File: src/rtl/vizinho_proximo_seq_pkg.sv
// Shared encodings for the nearest-neighbour scaler: scale mode, scale factor
// and the controller states.
package vizinho_proximo_seq_pkg;

  localparam logic MODO_AMPLIAR = 1'b0;
  localparam logic MODO_REDUZIR = 1'b1;

  localparam logic [1:0] FATOR_1X = 2'b00;
  localparam logic [1:0] FATOR_2X = 2'b01;
  localparam logic [1:0] FATOR_4X = 2'b10;
  localparam logic [1:0] FATOR_8X = 2'b11;

  typedef enum logic [2:0] {
    OCIOSO,
    LER,
    ESPERA,
    ESCREVE,
    FIM
  } estado_t;

endpackage

File: src/rtl/vizinho_proximo_seq_gerador_coordenadas.sv
// Raster walker for the destination image: keeps xd/yd plus the destination and
// source row bases, and derives the current and next source/destination addresses.
module gerador_coordenadas
  import vizinho_proximo_seq_pkg::*;
#(
  parameter int LARGURA_ORIG = 160,
  parameter int ADDR_ORIG_W  = 15,
  parameter int ADDR_DEST_W  = 19
) (
  input  logic                   clk,
  input  logic                   rst,
  input  logic                   limpa,
  input  logic                   avanca,
  input  logic                   modo,
  input  logic [1:0]             k,
  input  logic [ADDR_DEST_W-1:0] largura,
  input  logic [ADDR_DEST_W-1:0] altura,
  output logic [ADDR_ORIG_W-1:0] src_addr,
  output logic [ADDR_ORIG_W-1:0] prox_src_addr,
  output logic [ADDR_DEST_W-1:0] dest_addr,
  output logic                   fim_linha,
  output logic                   ultimo
);

  logic [ADDR_DEST_W-1:0] xd_q, xd_d, xd_n;
  logic [ADDR_DEST_W-1:0] yd_q, yd_d, yd_n;
  logic [ADDR_DEST_W-1:0] dest_base_q, dest_base_d, dest_base_n;
  logic [ADDR_ORIG_W-1:0] src_base_q, src_base_d, src_base_n;
  logic [ADDR_DEST_W-1:0] mascara;

  function automatic logic [ADDR_ORIG_W-1:0] coluna(input logic [ADDR_DEST_W-1:0] x,
                                                    input logic m, input logic [1:0] kk);
    logic [ADDR_DEST_W-1:0] c;
    c = (m == MODO_REDUZIR) ? (x << kk) : (x >> kk);
    return ADDR_ORIG_W'(c);
  endfunction

  // In zoom-in the source row only moves after 2^k destination rows.
  always_comb begin
    fim_linha   = (xd_q == largura - ADDR_DEST_W'(1));
    ultimo      = fim_linha && (yd_q == altura - ADDR_DEST_W'(1));
    mascara     = (ADDR_DEST_W'(1) << k) - ADDR_DEST_W'(1);
    xd_n        = xd_q + ADDR_DEST_W'(1);
    yd_n        = yd_q;
    dest_base_n = dest_base_q;
    src_base_n  = src_base_q;
    if (fim_linha) begin
      xd_n        = '0;
      yd_n        = yd_q + ADDR_DEST_W'(1);
      dest_base_n = dest_base_q + largura;
      if (modo == MODO_REDUZIR) begin
        src_base_n = src_base_q + (ADDR_ORIG_W'(LARGURA_ORIG) << k);
      end else if ((yd_q & mascara) == mascara) begin
        src_base_n = src_base_q + ADDR_ORIG_W'(LARGURA_ORIG);
      end
    end

    xd_d        = xd_q;
    yd_d        = yd_q;
    dest_base_d = dest_base_q;
    src_base_d  = src_base_q;
    if (limpa) begin
      xd_d        = '0;
      yd_d        = '0;
      dest_base_d = '0;
      src_base_d  = '0;
    end else if (avanca) begin
      xd_d        = xd_n;
      yd_d        = yd_n;
      dest_base_d = dest_base_n;
      src_base_d  = src_base_n;
    end
  end

  always_ff @(posedge clk) begin
    if (rst) begin
      xd_q        <= '0;
      yd_q        <= '0;
      dest_base_q <= '0;
      src_base_q  <= '0;
    end else begin
      xd_q        <= xd_d;
      yd_q        <= yd_d;
      dest_base_q <= dest_base_d;
      src_base_q  <= src_base_d;
    end
  end

  assign src_addr      = src_base_q + coluna(xd_q, modo, k);
  assign prox_src_addr = src_base_n + coluna(xd_n, modo, k);
  assign dest_addr     = dest_base_q + xd_q;

endmodule

File: src/rtl/vizinho_proximo_seq.sv
// Sequential nearest-neighbour scaler: reads one source pixel per distinct source
// address and writes every destination pixel in raster order.
module vizinho_proximo_seq
  import vizinho_proximo_seq_pkg::*;
#(
  parameter int LARGURA_ORIG = 160,
  parameter int ALTURA_ORIG  = 120,
  parameter int PIXEL_W      = 8,
  parameter int ADDR_ORIG_W  = 15,
  parameter int ADDR_DEST_W  = 19,
  parameter int RD_LAT       = 2
) (
  input  logic                   clk,
  input  logic                   rst,
  input  logic                   start,
  input  logic                   modo,
  input  logic [1:0]             fator,
  output logic                   rd_en,
  output logic [ADDR_ORIG_W-1:0] rd_addr,
  input  logic [PIXEL_W-1:0]     rd_data,
  output logic                   wr_en,
  output logic [ADDR_DEST_W-1:0] wr_addr,
  output logic [PIXEL_W-1:0]     wr_data,
  input  logic                   wr_ready,
  output logic                   busy,
  output logic                   done,
  output logic                   erro
);

  localparam int CNT_W = (RD_LAT > 1) ? $clog2(RD_LAT) : 1;

  estado_t                estado_q, estado_d;
  logic [CNT_W-1:0]       cnt_q, cnt_d;
  logic                   modo_q, modo_d;
  logic [1:0]             k_q, k_d;
  logic [ADDR_ORIG_W-1:0] tag_q, tag_d;
  logic                   valido_q, valido_d;
  logic [PIXEL_W-1:0]     pixel_q, pixel_d;
  logic                   erro_q, erro_d;

  logic                   limpa, avanca, rejeita, vazio;
  logic [ADDR_DEST_W-1:0] largura, altura, dest_addr;
  logic [ADDR_ORIG_W-1:0] src_addr, prox_src_addr;
  logic                   fim_linha, ultimo;

  function automatic logic [ADDR_DEST_W-1:0] escala(input int base, input logic m,
                                                    input logic [1:0] kk);
    logic [ADDR_DEST_W-1:0] b;
    b = ADDR_DEST_W'(base);
    return (m == MODO_REDUZIR) ? (b >> kk) : (b << kk);
  endfunction

  assign largura = escala(LARGURA_ORIG, modo_q, k_q);
  assign altura  = escala(ALTURA_ORIG, modo_q, k_q);
  assign rejeita = (modo == MODO_AMPLIAR) && (fator == FATOR_8X);
  // A zoom-out that floors to an empty image finishes without touching memory.
  assign vazio   = (escala(LARGURA_ORIG, modo, fator) == '0) ||
                   (escala(ALTURA_ORIG, modo, fator) == '0);

  gerador_coordenadas #(
    .LARGURA_ORIG(LARGURA_ORIG),
    .ADDR_ORIG_W (ADDR_ORIG_W),
    .ADDR_DEST_W (ADDR_DEST_W)
  ) u_gerador (
    .clk          (clk),
    .rst          (rst),
    .limpa        (limpa),
    .avanca       (avanca),
    .modo         (modo_q),
    .k            (k_q),
    .largura      (largura),
    .altura       (altura),
    .src_addr     (src_addr),
    .prox_src_addr(prox_src_addr),
    .dest_addr    (dest_addr),
    .fim_linha    (fim_linha),
    .ultimo       (ultimo)
  );

  always_comb begin
    estado_d = estado_q;
    cnt_d    = cnt_q;
    modo_d   = modo_q;
    k_d      = k_q;
    tag_d    = tag_q;
    valido_d = valido_q;
    pixel_d  = pixel_q;
    erro_d   = 1'b0;
    limpa    = 1'b0;
    avanca   = 1'b0;
    rd_en    = 1'b0;
    wr_en    = 1'b0;
    case (estado_q)
      OCIOSO: begin
        if (start) begin
          if (rejeita) begin
            erro_d = 1'b1;
          end else begin
            modo_d   = modo;
            k_d      = fator;
            valido_d = 1'b0;
            limpa    = 1'b1;
            estado_d = vazio ? FIM : LER;
          end
        end
      end
      LER: begin
        rd_en    = 1'b1;
        cnt_d    = '0;
        tag_d    = src_addr;
        estado_d = ESPERA;
      end
      ESPERA: begin
        if (cnt_q == CNT_W'(RD_LAT - 1)) begin
          pixel_d  = rd_data;
          valido_d = 1'b1;
          estado_d = ESCREVE;
        end else begin
          cnt_d = cnt_q + CNT_W'(1);
        end
      end
      ESCREVE: begin
        wr_en = 1'b1;
        if (wr_ready) begin
          if (ultimo) begin
            estado_d = FIM;
          end else begin
            avanca = 1'b1;
            // A row change always re-reads, even if the address would match.
            if (valido_q && !fim_linha && (prox_src_addr == tag_q)) begin
              estado_d = ESCREVE;
            end else begin
              estado_d = LER;
            end
          end
        end
      end
      FIM: begin
        estado_d = OCIOSO;
      end
      default: begin
        estado_d = OCIOSO;
      end
    endcase
  end

  always_ff @(posedge clk) begin
    if (rst) begin
      estado_q <= OCIOSO;
      cnt_q    <= '0;
      modo_q   <= MODO_AMPLIAR;
      k_q      <= FATOR_1X;
      tag_q    <= '0;
      valido_q <= 1'b0;
      pixel_q  <= '0;
      erro_q   <= 1'b0;
    end else begin
      estado_q <= estado_d;
      cnt_q    <= cnt_d;
      modo_q   <= modo_d;
      k_q      <= k_d;
      tag_q    <= tag_d;
      valido_q <= valido_d;
      pixel_q  <= pixel_d;
      erro_q   <= erro_d;
    end
  end

  assign rd_addr = src_addr;
  assign wr_addr = dest_addr;
  assign wr_data = pixel_q;
  assign busy    = (estado_q != OCIOSO);
  assign done    = (estado_q == FIM);
  assign erro    = erro_q;

endmodule

File: config.mk
export PLATFORM = sky130hd
export DESIGN_NAME = vizinho_proximo_seq
export DESIGN_NICKNAME = d
export VERILOG_FILES = /design/src/rtl/vizinho_proximo_seq_pkg.sv /design/src/rtl/vizinho_proximo_seq_gerador_coordenadas.sv /design/src/rtl/vizinho_proximo_seq.sv
export SDC_FILE = /design/constraint.sdc
export NUM_CORES = 1
export LEC_CHECK = 0
export CORE_ASPECT_RATIO = 0.5
export CORE_MARGIN = 1
export CORE_UTILIZATION = 61
export CTS_CLUSTER_SIZE = 25
export DETAILED_ROUTE_END_ITERATION = 8
export GPL_TIMING_DRIVEN = 0
export PLACE_DENSITY = 0.82
export SLEW_MARGIN = 20
export SYNTH_ARGS = -nofsm -noshare
export SYNTH_HDL_FRONTEND = slang
export SYNTH_SLANG_ARGS = --single-unit
File: constraint.sdc
create_clock -name clk -period 7 [get_ports clk]
set_clock_uncertainty 0.15 [all_clocks]
set_input_delay 1.05 -clock clk [delete_from_list [all_inputs] [get_ports clk]]
set_output_delay 1.05 -clock clk [all_outputs]
set_load 0.005 [all_outputs]
## Yosys cells after proc, flatten, opt, wreduce, memory -nomap -nowiden

Cells that the tools add are included.

| operators by class | value |
|---|---|
| $add $sub $neg | 12 |
| mux-type cells | 33 |
| reductions and logical operators | 19 |
| eq/ne operators | 13 |
| shift operators | 14 |
| bitwise operators | 5 |

Operators with widths:

| kind | number |
|---|---|
| two-way mux 19 bit | 5 |
| two-way mux 15 bit | 5 |
| equality test 19 bit | 3 |
| adder 15 bit | 3 |
| adder 19 x 1 -> 19 bit (second input constant) | 2 |
| adder 19 bit | 2 |
| logical NOT 19 bit | 2 |
| left shift 19 x 2 -> 15 bit | 2 |
| left shift 7 x 2 -> 19 bit (first input constant) | 2 |
| left shift 8 x 2 -> 19 bit (first input constant) | 2 |
| >> shifter 19 x 2 -> 15 bit | 2 |
| >> shifter 7 x 2 -> 19 bit (first input constant) | 2 |
| >> shifter 8 x 2 -> 19 bit (first input constant) | 2 |
| subtractor 19 x 1 -> 19 bit (second input constant) | 2 |
| AND 19 bit | 1 |
| left shift 1 x 2 -> 19 bit (first input constant) | 1 |
| subtractor 19 x 2 -> 19 bit (second input constant) | 1 |
| two-way mux 3 bit | 6 |
| adder 15 x 8 -> 15 bit (second input constant) | 1 |
| equality test 15 bit | 1 |
| left shift 8 x 2 -> 15 bit (first input constant) | 1 |
| two-way mux 1 bit | 13 |
| one-hot mux 3 bit (4 select lines) | 1 |
| inequality test 2 bit (second input constant) | 4 |
| other kinds (19) | 30 |

| storage, ports and cells | value |
|---|---|
| input port bits | 15 |
| flip-flop bits (word level) | 104 |

## Logic depth before layout (Yosys ltp)

| depth | value |
|---|---|
| depth after elaboration | 14 |
| depth in mapped cells | 28 |
| depth with buffers taken out | 23 |

## Hierarchy

From an unflattened synthesis, not the netlist that was laid out.

| unflattened totals | value |
|---|---|
| cell total of the unflattened synthesis | 1492 |
| area, all modules | 10790.3 sq um |

Modules (own cells, without submodules):

| module | seq. area each (sq um) | instances | area each (sq um) | cells an instance |
|---|---|---|---|---|
| gerador_coordenadas | 1341.3 | 1 | 9285.2 | 1295 |
| vizinho_proximo_seq | 640.6 | 1 | 1505.2 | 197 |

## Worst setup path before layout

Ideal clock, no wire load.

| path | value |
|---|---|
| kind | register -> register |
| start point | reg modo_q |
| end point | reg estado_q[1] |
| data required time | 6.792 ns |
| stages on the path, launching flop included | 26 |
| slack | 1.143 ns |
| clock period less this slack | 5.857 ns |
| arrival time | 5.649 ns |
| cells stage by stage | dfxtp_1 > buf_4 > buf_2 > buf_1 > buf_1 > clkbuf_1 > nand2_1 > ha_1 > nand2_1 > a2bb2oi_1 > xnor2_2 > nor4_2 > and2_1 > buf_2 > o21ai_0 > a22o_1 > ha_1 > a21oi_1 > o21ai_0 > a21o_1 > a21oi_1 > xnor2_1 > nand2_1 > a2111oi_0 > o221a_2 > a31o_1 |

RTL lines:

| what | line | RTL |
|---|---|---|
| from (decl) | vizinho_proximo_seq.sv:34 | `logic modo_q, modo_d;` |
| from (signal assigned) | vizinho_proximo_seq.sv:160 | `modo_q <= modo_d;` |
| two-way mux 19 bit | vizinho_proximo_seq.sv:50 | `return (m == MODO_REDUZIR) ? (b >> kk) : (b << kk);` |
| subtractor 19 x 1 -> 19 bit | vizinho_proximo_seq_gerador_coordenadas.sv:40 | `fim_linha = (xd_q == largura - ADDR_DEST_W'(1));` |
| equality test 19 bit | vizinho_proximo_seq_gerador_coordenadas.sv:40 |  |
| two-way mux 15 bit (*) | vizinho_proximo_seq_gerador_coordenadas.sv:47 | `if (fim_linha) begin` |
| named net u_gerador.src_base_n[6] | vizinho_proximo_seq_gerador_coordenadas.sv:28 | `logic [ADDR_ORIG_W-1:0] src_base_q, src_base_d, src_base_n;` |
| adder 15 bit (*) | vizinho_proximo_seq_gerador_coordenadas.sv:90 | `assign prox_src_addr = src_base_n + coluna(xd_n, modo, k);` |
| equality test 15 bit (*) | vizinho_proximo_seq.sv:130 | `if (valido_q && !fim_linha && (prox_src_addr == tag_q)) begin` |
| logical AND 1 bit (*) | vizinho_proximo_seq.sv:130 |  |
| two-way mux 2 bit (*) | vizinho_proximo_seq.sv:130 |  |
| two-way mux 3 bit (*) | vizinho_proximo_seq.sv:125 | `if (ultimo) begin` |
| two-way mux 3 bit (*) | vizinho_proximo_seq.sv:124 | `if (wr_ready) begin` |
| one-hot mux 3 bit (4 select lines) (*) | vizinho_proximo_seq.sv:93 | `case (estado_q)` |
| to (signal assigned) | vizinho_proximo_seq.sv:158 | `estado_q <= estado_d;` |
| to (decl) | vizinho_proximo_seq.sv:32 | `estado_t estado_q, estado_d;` |

The timed path passes the listed nets; every way through them passes the cells marked *. The select of a mux whose other input is x is not followed.
A chain may end at the register's enable or synchronous reset.

## Final worst setup path

| path | value |
|---|---|
| start point | reg modo_q |
| end point | reg estado_q[1] |

| between the ends | value |
|---|---|
| longest elaborated chain between the ends | 13 |

RTL lines:

| what | line | RTL |
|---|---|---|
| two-way mux 19 bit | vizinho_proximo_seq.sv:50 |  |
| subtractor 19 x 1 -> 19 bit | vizinho_proximo_seq_gerador_coordenadas.sv:40 |  |
| equality test 19 bit | vizinho_proximo_seq_gerador_coordenadas.sv:40 |  |
| two-way mux 19 bit | vizinho_proximo_seq_gerador_coordenadas.sv:47 |  |
| >> shifter 19 x 2 -> 15 bit / left shift 19 x 2 -> 15 bit (equally long branches) | vizinho_proximo_seq_gerador_coordenadas.sv:34 | `c = (m == MODO_REDUZIR) ? (x << kk) : (x >> kk);` |
| two-way mux 15 bit | vizinho_proximo_seq_gerador_coordenadas.sv:34 |  |
| adder 15 bit | vizinho_proximo_seq_gerador_coordenadas.sv:90 |  |
| equality test 15 bit | vizinho_proximo_seq.sv:130 |  |
| logical AND 1 bit | vizinho_proximo_seq.sv:130 |  |
| two-way mux 2 bit | vizinho_proximo_seq.sv:130 |  |
| two-way mux 3 bit (*) | vizinho_proximo_seq.sv:125 |  |
| two-way mux 3 bit (*) | vizinho_proximo_seq.sv:124 |  |
| one-hot mux 3 bit (4 select lines) (*) | vizinho_proximo_seq.sv:93 |  |

Every way passes the cells marked *; elsewhere a longest branch is shown, timed or not. The select of a mux whose other input is x is not followed.

==> flow_metrics.env <==
export IMPL_worst_path_max_fanout=10
export IMPL_synth_area_leaders="dfxtp_1 21%, ha_1 7.8%, a21oi_1 7.0%"
export IMPL_clock_latency_ns=0.37
export IMPL_crit_slowest_cell="dfxtp_1"
export IMPL_drive_gt1_share_pct=9.54
export IMPL_fin_crit_sh_pct=97.2
export IMPL_outcome="finished, final reports clean"
export IMPL_cts_root_buf="clkbuf_16"
export IMPL_hold_path_class="flop to flop"
export IMPL_finalHoldViolCount=0
export IMPL_start_util_pct=63.4
export IMPL_antenna_found_initial=0
export IMPL_clock_sinks=97
export IMPL_slew_headroom_pct=35.2
export IMPL_synth_ff_type="dfxtp_1"
export IMPL_place_inst=1494
export IMPL_final_area_um2=10500
export IMPL_synth_largest_area_cell="dfxtp_1"
export IMPL_dieArea_um2=15800
export IMPL_grt_pass1_wl_um=49300
export IMPL_route_detailed_drc=0
export IMPL_placed_cell_area_um2=10200
export IMPL_cts_buffers=9
export IMPL_syn2layout_area_growth_pct=12.9
export IMPL_hpwl_um=24700
export IMPL_core_area_um2=14700
export IMPL_synthesis_area_um2=9320
export IMPL_holdBufCountCts=0
export IMPL_die_y_um=89.4
export IMPL_min_delay_start="wr_data[5]"
export IMPL_critical_path_top_delay_family="simple AND/OR/NAND/NOR gates"
export IMPL_grt_pass1_vias=8873
export IMPL_path_class="flop to flop"
export IMPL_grt_ovfl_total=0
export IMPL_cp_arrival_ns=6.96
export IMPL_leakagePower_nw=4.03
export IMPL_yosysUniqueCellTypes=96
export IMPL_io_buffers=60
export IMPL_rsz0062_at_grt="yes"
export IMPL_synth_edf_count=0
export IMPL_synth_top_area_share_pct=20.8
export IMPL_antenna_cells=0
export IMPL_r2r_slack_ns=0.20
export IMPL_maxCapViolations=0
export IMPL_vias=9944
export IMPL_whs_endpoint="wr_data[5]"
export IMPL_finalNonFillerCells=1508
export IMPL_yosysWarnings=0
export IMPL_worstRegToRegCells=25
export IMPL_cp_required_ns=7.16
export IMPL_syn_inst=1235
export IMPL_row_count=31
export IMPL_cts_buffer_depth=2
export IMPL_worst_r2r_endpoint="estado_q[1]"
export IMPL_critPathBufInv=6
export IMPL_async_flop_share_pct=0
export IMPL_ant_nets=0
export IMPL_dr_pass1_iters=6
export IMPL_power_density_nw_per_um2=138
export IMPL_endpoint_kind="flop"
export IMPL_hold_depth=2
export IMPL_period_minus_slack_ns=6.80
export IMPL_layout_common_cells="149 x nand2_1, 130 x a21oi_1, 126 x nor2_1"
export IMPL_cts_tree="built"
export IMPL_seq_area_frac_synth_pct=20.8
export IMPL_slowest_delay_ns=0.50
export IMPL_grt_max_degree=19
export IMPL_nNetsFinal=1380
export IMPL_worst_pin_slew_ns=0.971
export IMPL_grt_usage_pct=41.3
export IMPL_ys_ff_latch=97
export IMPL_avgViaCountPerCell=6.59
export IMPL_die_w_um=177
export IMPL_rr_startpoint="modo_q"
export IMPL_syn_area_per_cell_um2=7.55
export IMPL_io_pins=62
export IMPL_cp_start_kind="flop"
export IMPL_irDropWorstVdd_mv=0.151
export IMPL_layout_commonest_cell="nand2_1"
export IMPL_totalWireLength_um=32600
export IMPL_final_max_slew_violation_count=0
export IMPL_wire_per_inst_um=21.6
export IMPL_h_tree_depth=3
export IMPL_cts_setup_buffers=0
export IMPL_setup_violations=0
export IMPL_place_gp_congestion=1.03
export IMPL_cts_clk_slew_worst_paths_ns=0.08
export IMPL_drt_iter0_drc=1021
export IMPL_fmaxAchievable_mhz=147
[final cells by class]
| class | count | area [µm²] |
|---|---|---|
| clock buffer | 9 | 225 |
| inverter | 37 | 139 |
| clock inverter | 7 | 62.6 |
| tap | 198 | 248 |
| fill | 1208 | 4180 |
| buffer | 90 | 493 |
| sequential | 97 | 1940 |
| multi-input combinational | 1010 | 6810 |
| timing repair buffer | 60 | 601 |
[sequential cells by signal, summed over array words and instances (netlist names)]
register,cells
u_gerador.dest_base_q,17
tag_q,15
k_q,2
valido_q,1
modo_q,1
estado_q,3
u_gerador.yd_q,19
wr_data,8
u_gerador.xd_q,19
cnt_q,1
erro,1
u_gerador.src_base_q,10
[cells in the mapped netlist, types with 14 or more instances]
master,n
nand2_1,150
a21oi_1,130
nor2_1,126
dfxtp_1,97
xnor2_1,67
o21ai_0,64
ha_1,58
clkbuf_1,49
xor2_1,45
inv_1,35
nand3_1,31
nor3_1,22
mux2i_1,20
a211oi_1,19
or3_1,18
nand4_1,16
and3_1,15
nor2b_1,15
a21o_1,14
nand2b_1,14
[layer usage]
layer / GRT usage, % / wire (µm) / vias to the layer above
met1: 55.0 / 13800 / 4671
met4: 14.3 / 1060 / 0
met5: 0 / 0 / -
met3: 13.4 / 4280 / 104
li1: - / - / 4510
met2: 63.1 / 13400 / 659
[metrics by stage]
step | hold slack, ns | setup TNS (ns) | total power, mW | setup slack, ns | util (%)
floorplan | 0.296 | 0 | 0.825 | 1.14 | -
global placement | 0.290 | -0.877 | 0.937 | -0.877 | 69.2
detailed placement | 0.299 | -0.904 | 0.947 | -0.904 | 69.2
CTS | 0.310 | 0 | 1.43 | 0.0215 | 71.3
global route | 0.335 | -0.0404 | 1.50 | -0.0320 | 71.6
finish | 0.310 | 0 | 1.46 | 0.198 | 71.6
[power by group]
group	internal [mW]	switching (mW)	leakage (nW)
registers	0.560	0.00922	0.783
logic	0.137	0.254	3.11
clock network	0.248	0.249	0.132
total	0.945	0.512	4.03
[cell families after synthesis]
family                   share of synthesized area, %
buffers and inverters                            6.55
flip-flops                                       20.8
XOR/XNOR                                         11.2
adder cells (fa/ha/maj)                          8.32
other                                          0.0402
AND/OR/NAND/NOR                                  25.7
AO/OA/AOI/OAI                                    21.5
multiplexers                                     5.89
[worst min-delay path, stage by stage, from the launching register on]
cell	delay [ns]
dfxtp_1	0.31
nand2_1	0.05
a21oi_1	0.05
[worst max-delay path by stage]
stage            from          end  slack (ns)  cells past startpoint
6_report       modo_q  estado_q[1]        0.20                     25
5_1_grt        modo_q  estado_q[1]       -0.03                     26
4_1_cts        k_q[1]  rd_addr[14]        0.02                     18
3_5_place_dp   modo_q  estado_q[1]       -0.90                     24
3_3_place_gp   modo_q  estado_q[1]       -0.88                     24
2_1_floorplan  modo_q  estado_q[1]        1.14                     25
[timing repair]
action	CTS	global route
endpoints found under the setup margin	2	3
pin swaps	0	1
gates resized for setup	8	25
Power figures use the tool's default switching activity.
